$ cat config.mk
export PLATFORM = sky130hd
export DESIGN_NAME = multi_digit_addr_streamer_flat
export DESIGN_NICKNAME = d
export VERILOG_FILES = /design/src/rtl/multi_digit_addr_streamer_if.sv /design/src/rtl/multi_digit_addr_streamer.sv /design/src/flat_wrapper.sv
export SDC_FILE = /design/constraint.sdc
export NUM_CORES = 1
export LEC_CHECK = 0
export ABC_AREA = 1
export CAP_MARGIN = 15
export CORE_ASPECT_RATIO = 0.75
export CORE_MARGIN = 2
export CORE_UTILIZATION = 55
export DETAILED_ROUTE_END_ITERATION = 10
export HOLD_SLACK_MARGIN = 0.08
export PLACE_DENSITY = 0.75
export SLEW_MARGIN = 10
export SYNTH_ARGS = -nofsm -noshare
export SYNTH_HDL_FRONTEND = slang
export SYNTH_SLANG_ARGS = --single-unit
$ cat constraint.sdc
create_clock -name clk -period 7.08 [get_ports clk]
set_input_delay 1.416 -clock clk [delete_from_list [all_inputs] [get_ports clk]]
set_output_delay 1.416 -clock clk [all_outputs]
set_load 0.02 [all_outputs]
$ cat src/rtl/multi_digit_addr_streamer_if.sv
// Config, control and address-stream bundle for multi_digit_addr_streamer.
// master = the block driving config/control and accepting beats; slave = the streamer.
interface multi_digit_addr_streamer_if #(
  parameter int DIGIT_WIDTH  = 16,
  parameter int TOTAL_DIGITS = 4,
  parameter int ADDR_WIDTH   = 24
);
  logic                                cfg_valid;
  logic                                cfg_ready;
  logic [TOTAL_DIGITS*DIGIT_WIDTH-1:0] cfg_sizes;
  logic [TOTAL_DIGITS*DIGIT_WIDTH-1:0] cfg_strides;
  logic [ADDR_WIDTH-1:0]               cfg_base;
  logic                                cfg_continuous;
  logic                                start;
  logic                                abort;
  logic                                busy;
  logic                                addr_valid;
  logic                                addr_ready;
  logic [ADDR_WIDTH-1:0]               addr;
  logic [TOTAL_DIGITS-1:0]             addr_first;
  logic [TOTAL_DIGITS-1:0]             addr_last;
  logic                                done;

  modport master (
    output cfg_valid, cfg_sizes, cfg_strides, cfg_base, cfg_continuous,
           start, abort, addr_ready,
    input  cfg_ready, busy, addr_valid, addr, addr_first, addr_last, done
  );

  modport slave (
    input  cfg_valid, cfg_sizes, cfg_strides, cfg_base, cfg_continuous,
           start, abort, addr_ready,
    output cfg_ready, busy, addr_valid, addr, addr_first, addr_last, done
  );
endinterface

$ cat src/rtl/multi_digit_addr_streamer.sv
// N-digit nested-loop address generator streaming one address per accepted beat.
// Optional MDAS_STALL_COUNT_EN adds a saturating stall_cycles counter output.
module multi_digit_addr_streamer #(
  parameter int DIGIT_WIDTH  = 16,
  parameter int TOTAL_DIGITS = 4,
  parameter int ADDR_WIDTH   = 24
) (
  input  logic clk,
  input  logic resetn,
  multi_digit_addr_streamer_if.slave bus
`ifdef MDAS_STALL_COUNT_EN
  ,
  output logic [31:0] stall_cycles
`endif
);

  typedef enum logic {S_IDLE = 1'b0, S_RUN = 1'b1} state_t;

  state_t                  r_state;
  logic [DIGIT_WIDTH-1:0]  r_sizes   [TOTAL_DIGITS];
  logic [DIGIT_WIDTH-1:0]  r_strides [TOTAL_DIGITS];
  logic [DIGIT_WIDTH-1:0]  r_idx     [TOTAL_DIGITS];
  logic [ADDR_WIDTH-1:0]   r_part    [TOTAL_DIGITS];
  logic [ADDR_WIDTH-1:0]   r_base;
  logic [ADDR_WIDTH-1:0]   r_addr;
  logic                    r_cont;
  logic                    r_valid;
  logic                    r_done;
  logic [TOTAL_DIGITS-1:0] r_first;
  logic [TOTAL_DIGITS-1:0] r_last;

  logic                    w_handshake;
  logic                    w_all_last;
  logic [DIGIT_WIDTH-1:0]  w_cfg_size [TOTAL_DIGITS];
  logic [DIGIT_WIDTH-1:0]  w_size_m1  [TOTAL_DIGITS];
  logic [DIGIT_WIDTH-1:0]  w_nidx     [TOTAL_DIGITS];
  logic [ADDR_WIDTH-1:0]   w_npart    [TOTAL_DIGITS];
  logic [ADDR_WIDTH-1:0]   w_naddr;
  logic [TOTAL_DIGITS-1:0] w_nfirst;
  logic [TOTAL_DIGITS-1:0] w_nlast;
  logic [TOTAL_DIGITS-1:0] w_start_last;

  assign w_handshake = r_valid & bus.addr_ready;

  // Ripple carry through the digits: a digit steps only when every faster digit sits at its last index.
  always_comb begin
    logic carry;
    carry        = 1'b1;
    w_naddr      = r_base;
    w_nfirst     = '0;
    w_nlast      = '0;
    w_start_last = '0;
    for (int i = 0; i < TOTAL_DIGITS; i++) begin
      w_cfg_size[i] = bus.cfg_sizes[i*DIGIT_WIDTH +: DIGIT_WIDTH];
      if (w_cfg_size[i] == '0) w_cfg_size[i] = DIGIT_WIDTH'(1);
      w_size_m1[i]    = (r_sizes[i] == '0) ? '0 : r_sizes[i] - DIGIT_WIDTH'(1);
      w_start_last[i] = (w_size_m1[i] == '0);
      w_nidx[i]       = r_idx[i];
      w_npart[i]      = r_part[i];
      if (carry) begin
        if (r_idx[i] == w_size_m1[i]) begin
          w_nidx[i]  = '0;
          w_npart[i] = '0;
        end else begin
          w_nidx[i]  = r_idx[i] + DIGIT_WIDTH'(1);
          w_npart[i] = r_part[i] + ADDR_WIDTH'(r_strides[i]);
        end
      end
      carry       = carry & (r_idx[i] == w_size_m1[i]);
      w_nfirst[i] = (w_nidx[i] == '0);
      w_nlast[i]  = (w_nidx[i] == w_size_m1[i]);
      w_naddr     = w_naddr + w_npart[i];
    end
    w_all_last = carry;
  end

  always_ff @(posedge clk or negedge resetn) begin
    if (!resetn) begin
      r_state <= S_IDLE;
      r_base  <= '0;
      r_addr  <= '0;
      r_cont  <= 1'b0;
      r_valid <= 1'b0;
      r_done  <= 1'b0;
      r_first <= '0;
      r_last  <= '0;
      for (int i = 0; i < TOTAL_DIGITS; i++) begin
        r_sizes[i]   <= '0;
        r_strides[i] <= '0;
        r_idx[i]     <= '0;
        r_part[i]    <= '0;
      end
    end else begin
      r_done <= 1'b0;
      if (bus.cfg_valid && r_state == S_IDLE) begin
        r_base <= bus.cfg_base;
        r_cont <= bus.cfg_continuous;
        for (int i = 0; i < TOTAL_DIGITS; i++) begin
          r_sizes[i]   <= w_cfg_size[i];
          r_strides[i] <= bus.cfg_strides[i*DIGIT_WIDTH +: DIGIT_WIDTH];
        end
      end
      if (bus.abort) begin
        r_state <= S_IDLE;
        r_valid <= 1'b0;
        for (int i = 0; i < TOTAL_DIGITS; i++) begin
          r_idx[i]  <= '0;
          r_part[i] <= '0;
        end
      end else begin
        case (r_state)
          S_IDLE: begin
            if (bus.start) begin
              r_state <= S_RUN;
              r_valid <= 1'b1;
              r_addr  <= r_base;
              r_first <= '1;
              r_last  <= w_start_last;
              for (int i = 0; i < TOTAL_DIGITS; i++) begin
                r_idx[i]  <= '0;
                r_part[i] <= '0;
              end
            end
          end
          S_RUN: begin
            if (w_handshake) begin
              // A wrapping final beat already yields zero indices/partials, so both branches reuse them.
              for (int i = 0; i < TOTAL_DIGITS; i++) begin
                r_idx[i]  <= w_nidx[i];
                r_part[i] <= w_npart[i];
              end
              if (w_all_last && !r_cont) begin
                r_state <= S_IDLE;
                r_valid <= 1'b0;
                r_done  <= 1'b1;
              end else begin
                r_addr  <= w_naddr;
                r_first <= w_nfirst;
                r_last  <= w_nlast;
              end
            end
          end
          default: r_state <= S_IDLE;
        endcase
      end
    end
  end

`ifdef MDAS_STALL_COUNT_EN
  logic [31:0] r_stall_cycles;

  always_ff @(posedge clk or negedge resetn) begin
    if (!resetn) begin
      r_stall_cycles <= '0;
    end else if (r_state == S_IDLE && bus.start && !bus.abort) begin
      r_stall_cycles <= '0;
    end else if (r_valid && !bus.addr_ready && r_stall_cycles != '1) begin
      r_stall_cycles <= r_stall_cycles + 32'd1;
    end
  end

  assign stall_cycles = r_stall_cycles;
`endif

  assign bus.cfg_ready  = (r_state == S_IDLE);
  assign bus.busy       = (r_state == S_RUN);
  assign bus.addr_valid = r_valid;
  assign bus.addr       = r_addr;
  assign bus.addr_first = r_first;
  assign bus.addr_last  = r_last;
  assign bus.done       = r_done;

endmodule

$ cat src/flat_wrapper.sv
// flat-port wrapper written by rule: the top's interface ports become plain ports
module multi_digit_addr_streamer_flat 
#(
  parameter int DIGIT_WIDTH  = 16,
  parameter int TOTAL_DIGITS = 4,
  parameter int ADDR_WIDTH   = 24
)
  (clk, resetn, bus_cfg_valid, bus_cfg_sizes, bus_cfg_strides, bus_cfg_base, bus_cfg_continuous, bus_start, bus_abort, bus_addr_ready, bus_cfg_ready, bus_busy, bus_addr_valid, bus_addr, bus_addr_first, bus_addr_last, bus_done);
  multi_digit_addr_streamer_if #(.DIGIT_WIDTH(DIGIT_WIDTH), .TOTAL_DIGITS(TOTAL_DIGITS), .ADDR_WIDTH(ADDR_WIDTH)) bus_i ();
  input  logic clk;
  input  logic resetn;
  input wire logic [$bits(bus_i.cfg_valid)-1:0] bus_cfg_valid;
  input wire logic [$bits(bus_i.cfg_sizes)-1:0] bus_cfg_sizes;
  input wire logic [$bits(bus_i.cfg_strides)-1:0] bus_cfg_strides;
  input wire logic [$bits(bus_i.cfg_base)-1:0] bus_cfg_base;
  input wire logic [$bits(bus_i.cfg_continuous)-1:0] bus_cfg_continuous;
  input wire logic [$bits(bus_i.start)-1:0] bus_start;
  input wire logic [$bits(bus_i.abort)-1:0] bus_abort;
  input wire logic [$bits(bus_i.addr_ready)-1:0] bus_addr_ready;
  output wire logic [$bits(bus_i.cfg_ready)-1:0] bus_cfg_ready;
  output wire logic [$bits(bus_i.busy)-1:0] bus_busy;
  output wire logic [$bits(bus_i.addr_valid)-1:0] bus_addr_valid;
  output wire logic [$bits(bus_i.addr)-1:0] bus_addr;
  output wire logic [$bits(bus_i.addr_first)-1:0] bus_addr_first;
  output wire logic [$bits(bus_i.addr_last)-1:0] bus_addr_last;
  output wire logic [$bits(bus_i.done)-1:0] bus_done;
  assign bus_i.cfg_valid = bus_cfg_valid;
  assign bus_i.cfg_sizes = bus_cfg_sizes;
  assign bus_i.cfg_strides = bus_cfg_strides;
  assign bus_i.cfg_base = bus_cfg_base;
  assign bus_i.cfg_continuous = bus_cfg_continuous;
  assign bus_i.start = bus_start;
  assign bus_i.abort = bus_abort;
  assign bus_i.addr_ready = bus_addr_ready;
  assign bus_cfg_ready = bus_i.cfg_ready;
  assign bus_busy = bus_i.busy;
  assign bus_addr_valid = bus_i.addr_valid;
  assign bus_addr = bus_i.addr;
  assign bus_addr_first = bus_i.addr_first;
  assign bus_addr_last = bus_i.addr_last;
  assign bus_done = bus_i.done;
  multi_digit_addr_streamer #(.DIGIT_WIDTH(DIGIT_WIDTH), .TOTAL_DIGITS(TOTAL_DIGITS), .ADDR_WIDTH(ADDR_WIDTH)) u_core (.clk(clk), .resetn(resetn), .bus(bus_i));
endmodule
# Yosys cells after proc, flatten, opt, wreduce, memory -nomap -nowiden

Index checks and enable logic that the tools add are counted.

Register bits: 348
Latch bits: 0
Bits in writable memories: 0
Memory bits (read-only): 0
Bits of input ports: 159
Output and inout bits: 36
Word-level logic and storage cells: 138
Memories kept: 0

Add/subtract/negate cells: 16
Multipliers: 0
Divide/modulo/power cells: 0
Magnitude comparators: 0
Equality and inequality tests: 14
Shift-type cells: 0
Mux-type cells: 56
Bitwise logic cells: 6
Reduce and logical (&&, ||, !) cells: 22

Operator list:

| operator                                            | number |
|---|---|
| 2-to-1 mux 96 bit                                   | 3 |
| zero test 16 bit                                    | 16 |
| 2-to-1 mux 16 bit                                   | 15 |
| 2-to-1 mux 24 bit                                   | 10 |
| 2-to-1 mux 64 bit                                   | 3 |
| case mux 96 bit (2 select lines)                    | 1 |
| equality test 16 bit                                | 8 |
| case mux 64 bit (2 select lines)                    | 1 |
| adder 24 x 16 -> 24 bit                             | 4 |
| adder 24 bit                                        | 4 |
| adder 16 x 1 -> 16 bit (second input constant)      | 4 |
| subtractor 16 x 1 -> 16 bit (second input constant) | 4 |
| case mux 24 bit (2 select lines)                    | 1 |
| 2-to-1 mux 4 bit                                    | 6 |
| case mux 4 bit (2 select lines)                     | 2 |
| 2-to-1 mux 1 bit                                    | 12 |
| inequality test 3 bit (second input constant)       | 3 |
| inequality test 2 bit (second input constant)       | 3 |
| AND 1 bit                                           | 4 |
| case mux 1 bit (2 select lines)                     | 2 |
| AND reduction 4 bit                                 | 1 |
| AND reduction 3 bit                                 | 1 |
| logical AND 1 bit                                   | 2 |
| NOT 1 bit                                           | 2 |
| 2 further kinds                                     | 2 |

# Longest topological paths before layout

Gate-level depths: netlist of run 1.

Depth after elaboration: 11
Mapped depth: 44
Gate-level depth less buffers: 43

# Least setup slack after synthesis of run 1

Ideal clock, no wire load.

Path type: reg-to-reg
Start: reg u_core.r_sizes[48] (netlist name)
End: reg u_core.r_addr[21] (netlist: u_core.bus.addr[21])
Library setup time: 124 ps
Arrival time: 5952 ps
Required time: 6956 ps
Path slack: 1005 ps
Stages on the path, launching flop included: 40
Path buffers: 2
Clock period less this slack: 6075 ps
Cells stage by stage: dfrtp_1 > inv_1 > ha_1 > nand2_1 > nor2_1 > nand2_1 > buf_6 > buf_6 > nand3_1 > nand2_1 > nor2_2 > o21ai_1 > nor2_1 > nand3_1 > nor2_1 > nand2_1 > nor2_2 > nand2_2 > (+4 left out) > fa_1 > fa_1 > inv_1 > ha_1 > inv_1 > fa_1 > o221ai_1 > a21boi_0 > inv_1 > a21oi_1 > o21ai_0 > nand3_1 > nand2_1 > nand3_1 > nand2_1 > a21oi_1 > o21ai_0 > a21oi_1

Word-level cells in the longest chain between the ends: 11
Elaborated cells between the ends (all ways): 21
Classes of those cells: add/sub: 5; eq/ne: 2; mux: 8; bitwise: 3; reduce/logical: 3

RTL lines:

| what                                                                   | line                                                             | RTL |
|---|---|---|
| start: declaration                                                     | multi_digit_addr_streamer.sv:20                                  | `logic [DIGIT_WIDTH-1:0] r_sizes [TOTAL_DIGITS];` |
| start signal: indexed assignment                                       | multi_digit_addr_streamer.sv:99                                  | `r_sizes[i] <= w_cfg_size[i];` |
| subtractor 16 x 1 -> 16 bit / zero test 16 bit (equally long branches) | multi_digit_addr_streamer.sv:56                                  | `w_size_m1[i] = (r_sizes[i] == '0) ? '0 : r_sizes[i] - DIGIT_WIDTH'(1);` |
| 2-to-1 mux 16 bit (*)                                                  | multi_digit_addr_streamer.sv:56                                  |  |
| equality test 16 bit (*)                                               | multi_digit_addr_streamer.sv:61, multi_digit_addr_streamer.sv:69 |  |
| 2-to-1 mux 24 bit                                                      | multi_digit_addr_streamer.sv:61                                  | `if (r_idx[i] == w_size_m1[i]) begin` |
| adder 24 bit (4 in a row)                                              | multi_digit_addr_streamer.sv:72                                  | `w_naddr = w_naddr + w_npart[i];` |
| 2-to-1 mux 24 bit                                                      | multi_digit_addr_streamer.sv:132                                 | `if (w_all_last && !r_cont) begin` |
| 2-to-1 mux 24 bit                                                      | multi_digit_addr_streamer.sv:126                                 | `if (w_handshake) begin` |
| case mux 24 bit (2 select lines)                                       | multi_digit_addr_streamer.sv:111                                 | `case (r_state)` |
| end signal: assignment                                                 | multi_digit_addr_streamer.sv:116                                 | `r_addr <= r_base;` |
| end signal: assignment                                                 | multi_digit_addr_streamer.sv:137                                 | `r_addr <= w_naddr;` |
| end: declaration                                                       | multi_digit_addr_streamer.sv:25                                  | `logic [ADDR_WIDTH-1:0] r_addr;` |

Every way passes the cells marked *; elsewhere a longest branch is shown, timed or not. The select of a mux whose other input is x is not followed.
A chain may end at the register's enable or synchronous reset.

# Worst setup path after layout of run 1

Start: reg u_core.r_sizes[19] (netlist name)
End: reg u_core.r_addr[23] (netlist: u_core.bus.addr[23])

Word-level cells in the longest chain between the ends: 10
Elaborated cells between the ends (all ways): 17
Classes of those cells: add/sub: 3; eq/ne: 2; mux: 7; bitwise: 2; reduce/logical: 3

RTL lines:

| what                                                                   | line                                                             | RTL |
|---|---|---|
| subtractor 16 x 1 -> 16 bit / zero test 16 bit (equally long branches) | multi_digit_addr_streamer.sv:56                                  |  |
| 2-to-1 mux 16 bit (*)                                                  | multi_digit_addr_streamer.sv:56                                  |  |
| equality test 16 bit (*)                                               | multi_digit_addr_streamer.sv:61, multi_digit_addr_streamer.sv:69 |  |
| 2-to-1 mux 24 bit                                                      | multi_digit_addr_streamer.sv:61                                  |  |
| 2-to-1 mux 24 bit                                                      | multi_digit_addr_streamer.sv:60                                  | `if (carry) begin` |
| adder 24 bit (2 in a row)                                              | multi_digit_addr_streamer.sv:72                                  |  |
| 2-to-1 mux 24 bit                                                      | multi_digit_addr_streamer.sv:132                                 |  |
| 2-to-1 mux 24 bit                                                      | multi_digit_addr_streamer.sv:126                                 |  |
| case mux 24 bit (2 select lines)                                       | multi_digit_addr_streamer.sv:111                                 |  |

Marks and branches as above.

==> results of run 1 <==
## cell type report
| type | instances | area (um^2) | share of cell area (%) |
|---|---|---|---|
| Clock buffer | 50 | 1057 | 3.358 |
| Clock inverter | 18 | 280.3 | 0.8902 |
| Inverter | 529 | 1993 | 6.331 |
| Multi-Input combinational cell | 2963 | 16100 | 51.15 |
| Sequential cell | 348 | 8710 | 27.66 |
| Tap cell | 648 | 810.8 | 2.575 |
| Timing Repair Buffer | 265 | 2530 | 8.036 |
## routing by layer
metal	vias up	global-route usage (%)	part of all wire, %
met1	12780	51.63	45
met4	0	9.439	2.7
met2	1252	50.30	42
met3	144	6.796	10
met5	-	0	0
li1	13277	-	-
## logic make-up after synthesis
family	count (synthesis)	synth area share, %
AND/OR/NAND/NOR	2090	32.79
buffers and inverters	642	9.249
AO/OA/AOI/OAI	581	12.02
flip-flops	348	32.14
adder cells (fa/ha/maj)	171	9.891
XOR/XNOR	121	3.911
## flip-flops by register name, indices dropped and copies added (netlist names)
signal / flops
u_core.bus.addr_last: 4
u_core.r_base: 24
u_core.r_sizes: 64
u_core.bus.done: 1
u_core.r_strides: 64
u_core.r_part: 96
u_core.bus.busy: 1
u_core.r_cont: 1
u_core.r_idx: 64
u_core.bus.addr: 24
u_core.bus.addr_valid: 1
u_core.bus.addr_first: 4
## repair_timing
item / 4_1_cts / 5_1_grt
resized for setup: 0 / 68
endpoints found under the setup margin: 0 / 16
buffers inserted: 0 / 5
## power groups by stage
stage	Combinational, uW	Sequential [uW]	Clock (uW)
after floorplan	981	2320	0
after global placement	1570	2330	0
after detailed placement	1590	2330	0
after CTS	1600	2290	2220
after global routing	1830	2310	2300
final	1650	2300	2190
## critical path: cells and delay by family (launching register included)
| family | cells | cell delay, ns |
|---|---|---|
| AOI/OAI and AO/OA | 5 | 1.08 |
| xor gates and xnor gates | 1 | 0.33 |
| adders and majority gates | 4 | 1.60 |
| buffers and inverters | 8 | 0.89 |
| DFF | 1 | 0.42 |
| and+or+nand+nor | 19 | 2.28 |
## worst paths after layout
kind	from	end	slack (ns)	cells past startpoint
setup / recovery	u_core.r_sizes[19]	u_core.bus.addr[23]	0.40	37
hold / removal	u_core.r_strides[57]	u_core.r_strides[57]	0.49	2
min in group asynchronous	resetn	u_core.r_sizes[30]	0.82	1
setup reg to reg	u_core.r_sizes[19]	u_core.bus.addr[23]	0.40	37
max in group asynchronous	resetn	u_core.bus.busy	4.81	2
hold reg to reg	u_core.r_strides[57]	u_core.r_strides[57]	0.49	2
## Yosys cell counts, types with 5 or more instances
library cell / n
o21ai_1: 16
clkinv_1: 6
nand4_1: 101
xnor2_1: 29
o21ai_0: 262
dfrtp_1: 348
a21oi_1: 125
fa_1: 72
o21a_1: 8
o22ai_1: 77
o31ai_1: 6
inv_2: 5
inv_1: 518
a22oi_1: 12
ha_1: 99
nor4_1: 43
buf_2: 23
nand3_1: 282
nor2_1: 292
a22o_1: 6
clkbuf_1: 76
o211ai_1: 16
o21bai_1: 14
nor2_2: 14
buf_6: 7
nand3b_1: 15
a31oi_1: 19
nand2_2: 5
nand3_2: 7
xor2_1: 92
or2_2: 17
nor3_1: 44
nand2_1: 1254
## stage by stage
stage	area (um^2)	utilization (%)	setup TNS (ns)	hold slack [ns]
after floorplan	27100	-	0	0.4491
after global placement	29910	61.42	0	0.4713
after detailed placement	29910	61.42	0	0.4705
after CTS	31250	64.17	0	0.4886
after global routing	31480	64.65	-0.02101	0.5071
final	31480	64.65	0	0.4866
==> impl_results.md, run 1 <==
- Final Power: between 6000 and 7000 uW
- Vias per cell: around 5.7
- Commonest non-fill, non-tap cell in the layout: nand2_1
- WL final: roughly 88000 um
- Flops & latches, synth: roughly 350
- NetSw: 2072 uW
- Antenna violations before repair: 1
- Post-synth EDFFs: 0
- Worst Path Arrival: between 7 and 8 ns
- DR iter-0 viols: roughly 2900
- Clk pwr share: a little over a third
- GRT Total Usage: between 30% and 40%
- Vias in the first global route: roughly 25000
- Layout Cells excl Fill: between 4000 and 5000
- Worst min path class: reg -> reg
- Drt first pass iters: 9
- Synth area leaders: dfrtp_1, nand2_1, inv_1, fa_1, nand3_1
- Share of cells above drive strength 1: about 5.6%
- GP Congestion: just over 1
- CTS Buf Count: 37
- Die width: 260.3 um
- Dpl hpwl: roughly 67000 um
- Core ar.: a little under 50000 um^2
- Most frequent cells in the layout: nand2_1, inv_1, dfrtp_1
- Gr ovfl total: 0
- Wire length per cell: between 15 and 20 um
- Port bufs: 194
- Clock Sinks: between 300 and 400
- Sw Ratio: between 30% and 40%
- Register area share after synthesis: roughly 32%
- Post-synth ARST share: 100.0%
- Gate power share: 26.8%
- Final Max Tran Viols: 0
- # DRC: 0
- Sequential share of power: between 30% and 40%
- Leakage: between 0.015 and 0.02 uW
- Setup violators final: 0
- Netlist cell types: 52
- Placed cells: between 4000 and 5000
- Die area: around 51000 um^2
- H-tree depth: 2
- Die Height: 196.2 um
- Syn_area_per_cell: roughly 6.9 um^2
- Cell area after synthesis: around 27000 um^2
- CP required: about 7.6 ns
- Worst-Margin Slew: between 0.9 and 1 ns
- Gate Count Post-Synth: just under 4000
- Worst slew margin: roughly 33%
- NumNets Final: about 4500
- Clk_lat worst skew: 0.58 ns
- Most used cell, CP: nand2_1
- P_int: 4059 uW
- Synthesized Nets: about 4300
- Pre-CTS WS: 0.1285 ns
- Outcome: completed
- Cell taking the most area after synthesis: dfrtp_1
- Max cap viols: 0
- Initial Utilization: between 50% and 60%
- CTS root buf: clkbuf_16
- Fmax: 149.7 MHz
- CP max-delay cell: fa_1
- Clock Pin Slew Worst Setup and Hold Paths: about 0.06 ns
- Fillers: roughly 4500
- Worst Skew: ~0.022 ns
- Remaining antenna violation count: 0
- Area Overhead vs Synth: 16.19%
- Max VDD drop: around 0.18 mV
- Fin crit share: a little over nine tenths
- Kind of critical path: reg -> reg
- PwrDens: approximately 190 nW/um^2
- TritonCTS clock tree: built
- CP startpoint kind: flop
- Final hold violation count: 0
- Crit. End Element: flop
- Largest net degree at the start of global routing: 102
- N_diodes: 0
- CP max stage delay: approximately 0.5 ns
- Synth Flop Type: dfrtp_1
- Total number of vias: between 20000 and 30000
- Worst-case clock buffer depth: 3
- IO Pins: ~200
- Min cycle time layout: 6.679 ns
- FP Rows: 70
- Max FO, Critical Path: 5
- Post-synth top area share: between 30% and 40%
- Yosys warns: 0
- Wire length of the first global-routing pass: between 100000 and 150000 um
- Final setup margin: ~0.4 ns
- Hold buffer count at CTS: 0
Power figures use the tool's default switching activity.
==> run 2, diff against run 1 <==
--- a/config.mk
+++ b/config.mk
@@ -5,7 +5,6 @@
 export SDC_FILE = /design/constraint.sdc
 export NUM_CORES = 1
 export LEC_CHECK = 0
-export ABC_AREA = 1
 export CAP_MARGIN = 15
 export CORE_ASPECT_RATIO = 0.75
 export CORE_MARGIN = 2
@@ -13,6 +12,7 @@
 export DETAILED_ROUTE_END_ITERATION = 10
 export HOLD_SLACK_MARGIN = 0.08
 export PLACE_DENSITY = 0.75
+export SKIP_CTS_REPAIR_TIMING = 1
 export SLEW_MARGIN = 10
 export SYNTH_ARGS = -nofsm -noshare
 export SYNTH_HDL_FRONTEND = slang
==> impl_results.md, run 2 <==
- Outcome: complete, but fails checks
- Remaining antenna violation count: 0 (unchanged)
- Largest net degree at the start of global routing: 159 (+56%)
- Failing checks: negative setup slack
- CP max stage delay: 0.59 ns (+0.09 ns)
- Critical Path Start: u_core.r_sizes[32]
- Worst setup path end: u_core.bus.addr[23]
- Die Height: 199.6 um (+1.7%)
- GP Congestion: 1.036 (+1.9%)
- PwrDens: 191.9 nW/um^2 (-1.5%)
- Worst min path class: reg -> reg
- Most common cell in the synthesized netlist: dfrtp_1
- Flops & latches, synth: 348 (unchanged)
- Post-synth top area share: 31.05% (-1.1 points)
- Clk_lat worst skew: 0.59 ns (about the same)
- Critical path's top delay family: simple AND/OR/NAND/NOR gates
- Cell taking the most area after synthesis: dfrtp_1
- Final hold violation count: 0 (unchanged)
- Worst-case clock buffer depth: 3 (unchanged)
- Share of cells above drive strength 1: 24.61% (+19 points)
- Area Overhead vs Synth: 31.95%
- Core Util, Final: 73.60% (+8.9 points)
- CP max-delay cell: or4_4
- TritonCTS clock tree: built
- Antenna violations before repair: 4 (+3)
- Grt peak-use layer: met2
- Wire length of the first global-routing pass: 169100 um (+22%)
- Max FO, Critical Path: 4 (-1)
- Commonest non-fill, non-tap cell in the layout: buf_4
- Synth area leaders: dfrtp_1, fa_1, mux2_2, o21ai_0, ha_1
- Sw Ratio: 34.82% (+1.0 points)
- Max reg flops: 96 (unchanged)
- Post-synth ARST share: 100.0% (unchanged)
- FP Rows: 71 (+1.4%)
- Leakage: 0.01641 uW (+4.4%)
- Max VDD drop: 0.1780 mV (-3.7%)
- Wire length per cell: 24.55 um (+35%)
- Initial Utilization: 55.78% (+0.13 points)
- Clock Sinks: 348 (unchanged)
- Worst Skew: 0.03331 ns (+0.01174 ns)
- CP startpoint kind: flop
- Die area: 52830 um^2 (+3.4%)
- Gate Count Post-Synth: 3313 (-16%)
- CP required: 7.58 ns (about the same)
- CTS Buf Count: 40 (+8.1%)
- Vias in the first global route: 29208 (+16%)
- Setup violators final: 19 (+19)
- RSZ-0062 raised after global routing: true
- Hold Crit Start: u_core.bus.addr_first[0]
- M3 GR Usage: 13.03% (+6.2 points)
- Drt first pass iters: 8 (-1)
- CTS root buf: clkbuf_16
- Core ar.: 50280 um^2 (+3.3%)
- Vias per cell: 6.544 (+15%)
- Syn_area_per_cell: 8.465 um^2 (+23%)
- DR iter-0 viols: 3780 (+32%)
- NumNets Final: 4296 (-4.0%)
- Gr ovfl total: 0 (unchanged)
- Worst slew margin: 24.06% (-9.3 points)
- Register area share after synthesis: 31.05% (-1.1 points)
- Reg2reg end: u_core.bus.addr[23]
- Gate power share: 36.4% (+9.6 points)
- Final hold slack: 0.5018 ns (+0.01523 ns)
- Total number of vias: 30449 (+11%)
- H-tree depth: 2 (unchanged)
- Die width: 264.7 um (+1.7%)
- IO Pins: 195 (unchanged)
- NetSw: 2472 uW (+19%)
- Max cap viols: 0 (unchanged)
- Min cycle time layout: 8.698 ns (+2.018 ns)
- Sequential share of power: 32.6% (-4.9 points)
- Kind of critical path: reg -> reg
- Area of the multi-input gates: 18560 um^2 (+15%)
- Netlist cell types: 92 (+77%)
- Cell area after synthesis: 28040 um^2 (+3.5%)
- Crit. End Element: flop
- Hold Path Stages: 1 (-1)
- Port bufs: 194 (unchanged)
- Largest Register: u_core.r_part
- Grt met1 use: 56.28% (+4.6 points)
- Worst-Margin Slew: 1.139 ns (+0.1494 ns)
- Final setup margin: -1.618 ns (-2.018 ns)
- Fmax: 115.0 MHz (-23%)
- Buf/Inv on CP: 8 (unchanged)
- R2R Setup Slk: -1.62 ns (-2.02 ns)
- Commonest cells post-synth: dfrtp_1, nand2_1, o21ai_0
- Most frequent cells in the layout: buf_4, dfrtp_1, nand2_1
- Synthesized Nets: 3643 (-15%)
- CP Depth: 35 (-5.4%)
- Final Max Tran Viols: 0 (unchanged)
- Placed cells: 4556 (-4.0%)
- GRT Total Usage: 41.38% (+7.0 points)
- Dpl hpwl: 84420 um (+26%)
- Synth Flop Type: dfrtp_1
- Layout Cells excl Fill: 4653 (-3.5%)
- Reg2reg start: u_core.r_sizes[32]
- Fillers: 3540 (-21%)
- WL final: 114200 um (+30%)
- Fin crit share: 122.8% (+29 points)
- R2R cell count: 35 (-5.4%)
- Register area: 8711 um^2 (about the same)
- # DRC: 0 (unchanged)
- Post-synth EDFFs: 0 (unchanged)
- Worst Path Arrival: 9.20 ns (+2.02 ns)
- Yosys warns: 0 (unchanged)
- Met2 Track Usage GR: 62.88% (+13 points)
- P_int: 4627 uW (+14%)
- Clk pwr share: 31.1% (-4.6 points)
- Clock Pin Slew Worst Setup and Hold Paths: 0.07 ns (about the same)
-- run 2: changes by cell type after synthesis, sizes merged, moves of 69 or more --
cell	change
xnor2	+105
inv	-306
clkbuf	+96
nand2	-930
a21oi	+69
nor2	-99
mux2	+128
nand3	-186
-- run 2: worst min-delay path by stage --
| stage | end | slack, ns |
|---|---|---|
| 6_report | u_core.bus.addr_first[0] | 0.50 |
| 5_1_grt | u_core.r_part[81] | 0.53 |
| 2_1_floorplan | u_core.r_part[72] | 0.47 |
| 3_5_place_dp | u_core.bus.addr_first[0] | 0.49 |
| 3_3_place_gp | u_core.bus.addr_first[0] | 0.48 |
| 4_1_cts | u_core.bus.addr_first[0] | 0.51 |
-- run 2: power by group through the flow --
stage / Combinational, uW / Sequential, uW / Clock (uW)
after floorplan: 1130 / 2350 / 0
after global placement: 2220 / 2320 / 0
after detailed placement: 2280 / 2330 / 0
after CTS: 2310 / 2300 / 2210
after global routing: 2730 / 2320 / 2290
final: 2580 / 2310 / 2210
-- run 2: stage by stage --
stage / setup TNS (ns) / total power, uW / setup slack (ns) / cell area (um^2)
after floorplan: -3.894 / 3477 / -1.086 / 28360
after global placement: -8.320 / 4541 / -1.278 / 34770
after detailed placement: -11.45 / 4613 / -1.516 / 34770
after CTS: -12.63 / 6819 / -1.550 / 36100
after global routing: -15.35 / 7349 / -1.739 / 37000
final: -12.18 / 7100 / -1.618 / 37000
-- run 2: logic make-up (layout without fill, tap and decap cells) --
family	count (synthesis)	after routing	share of synthesized area, %
simple gates	1142	1142	20.67
compound gates	849	849	19.44
buf+inv	418	1099	5.724
flops	348	348	31.05
xor+xnor	215	215	6.862
fa+ha+maj	171	171	9.557
mux	170	170	6.697
other cells	0	2	0
-- run 2: final cells by class --
type | instances | share of cell area [%]
Antenna cell | 2 | 0.01352
Clock buffer | 57 | 3.094
Clock inverter | 13 | 0.5106
Inverter | 217 | 2.208
Multi-Input combinational cell | 2547 | 50.17
Sequential cell | 348 | 23.54
Tap cell | 657 | 2.221
Timing Repair Buffer | 812 | 18.25
-- run 2: metal layers --
metal | up-vias | part of all wire [%]
li1 | 13234 | -
met2 | 2009 | 43
met1 | 14771 | 40
met3 | 431 | 13
met4 | 4 | 4.1
met5 | - | 0.091
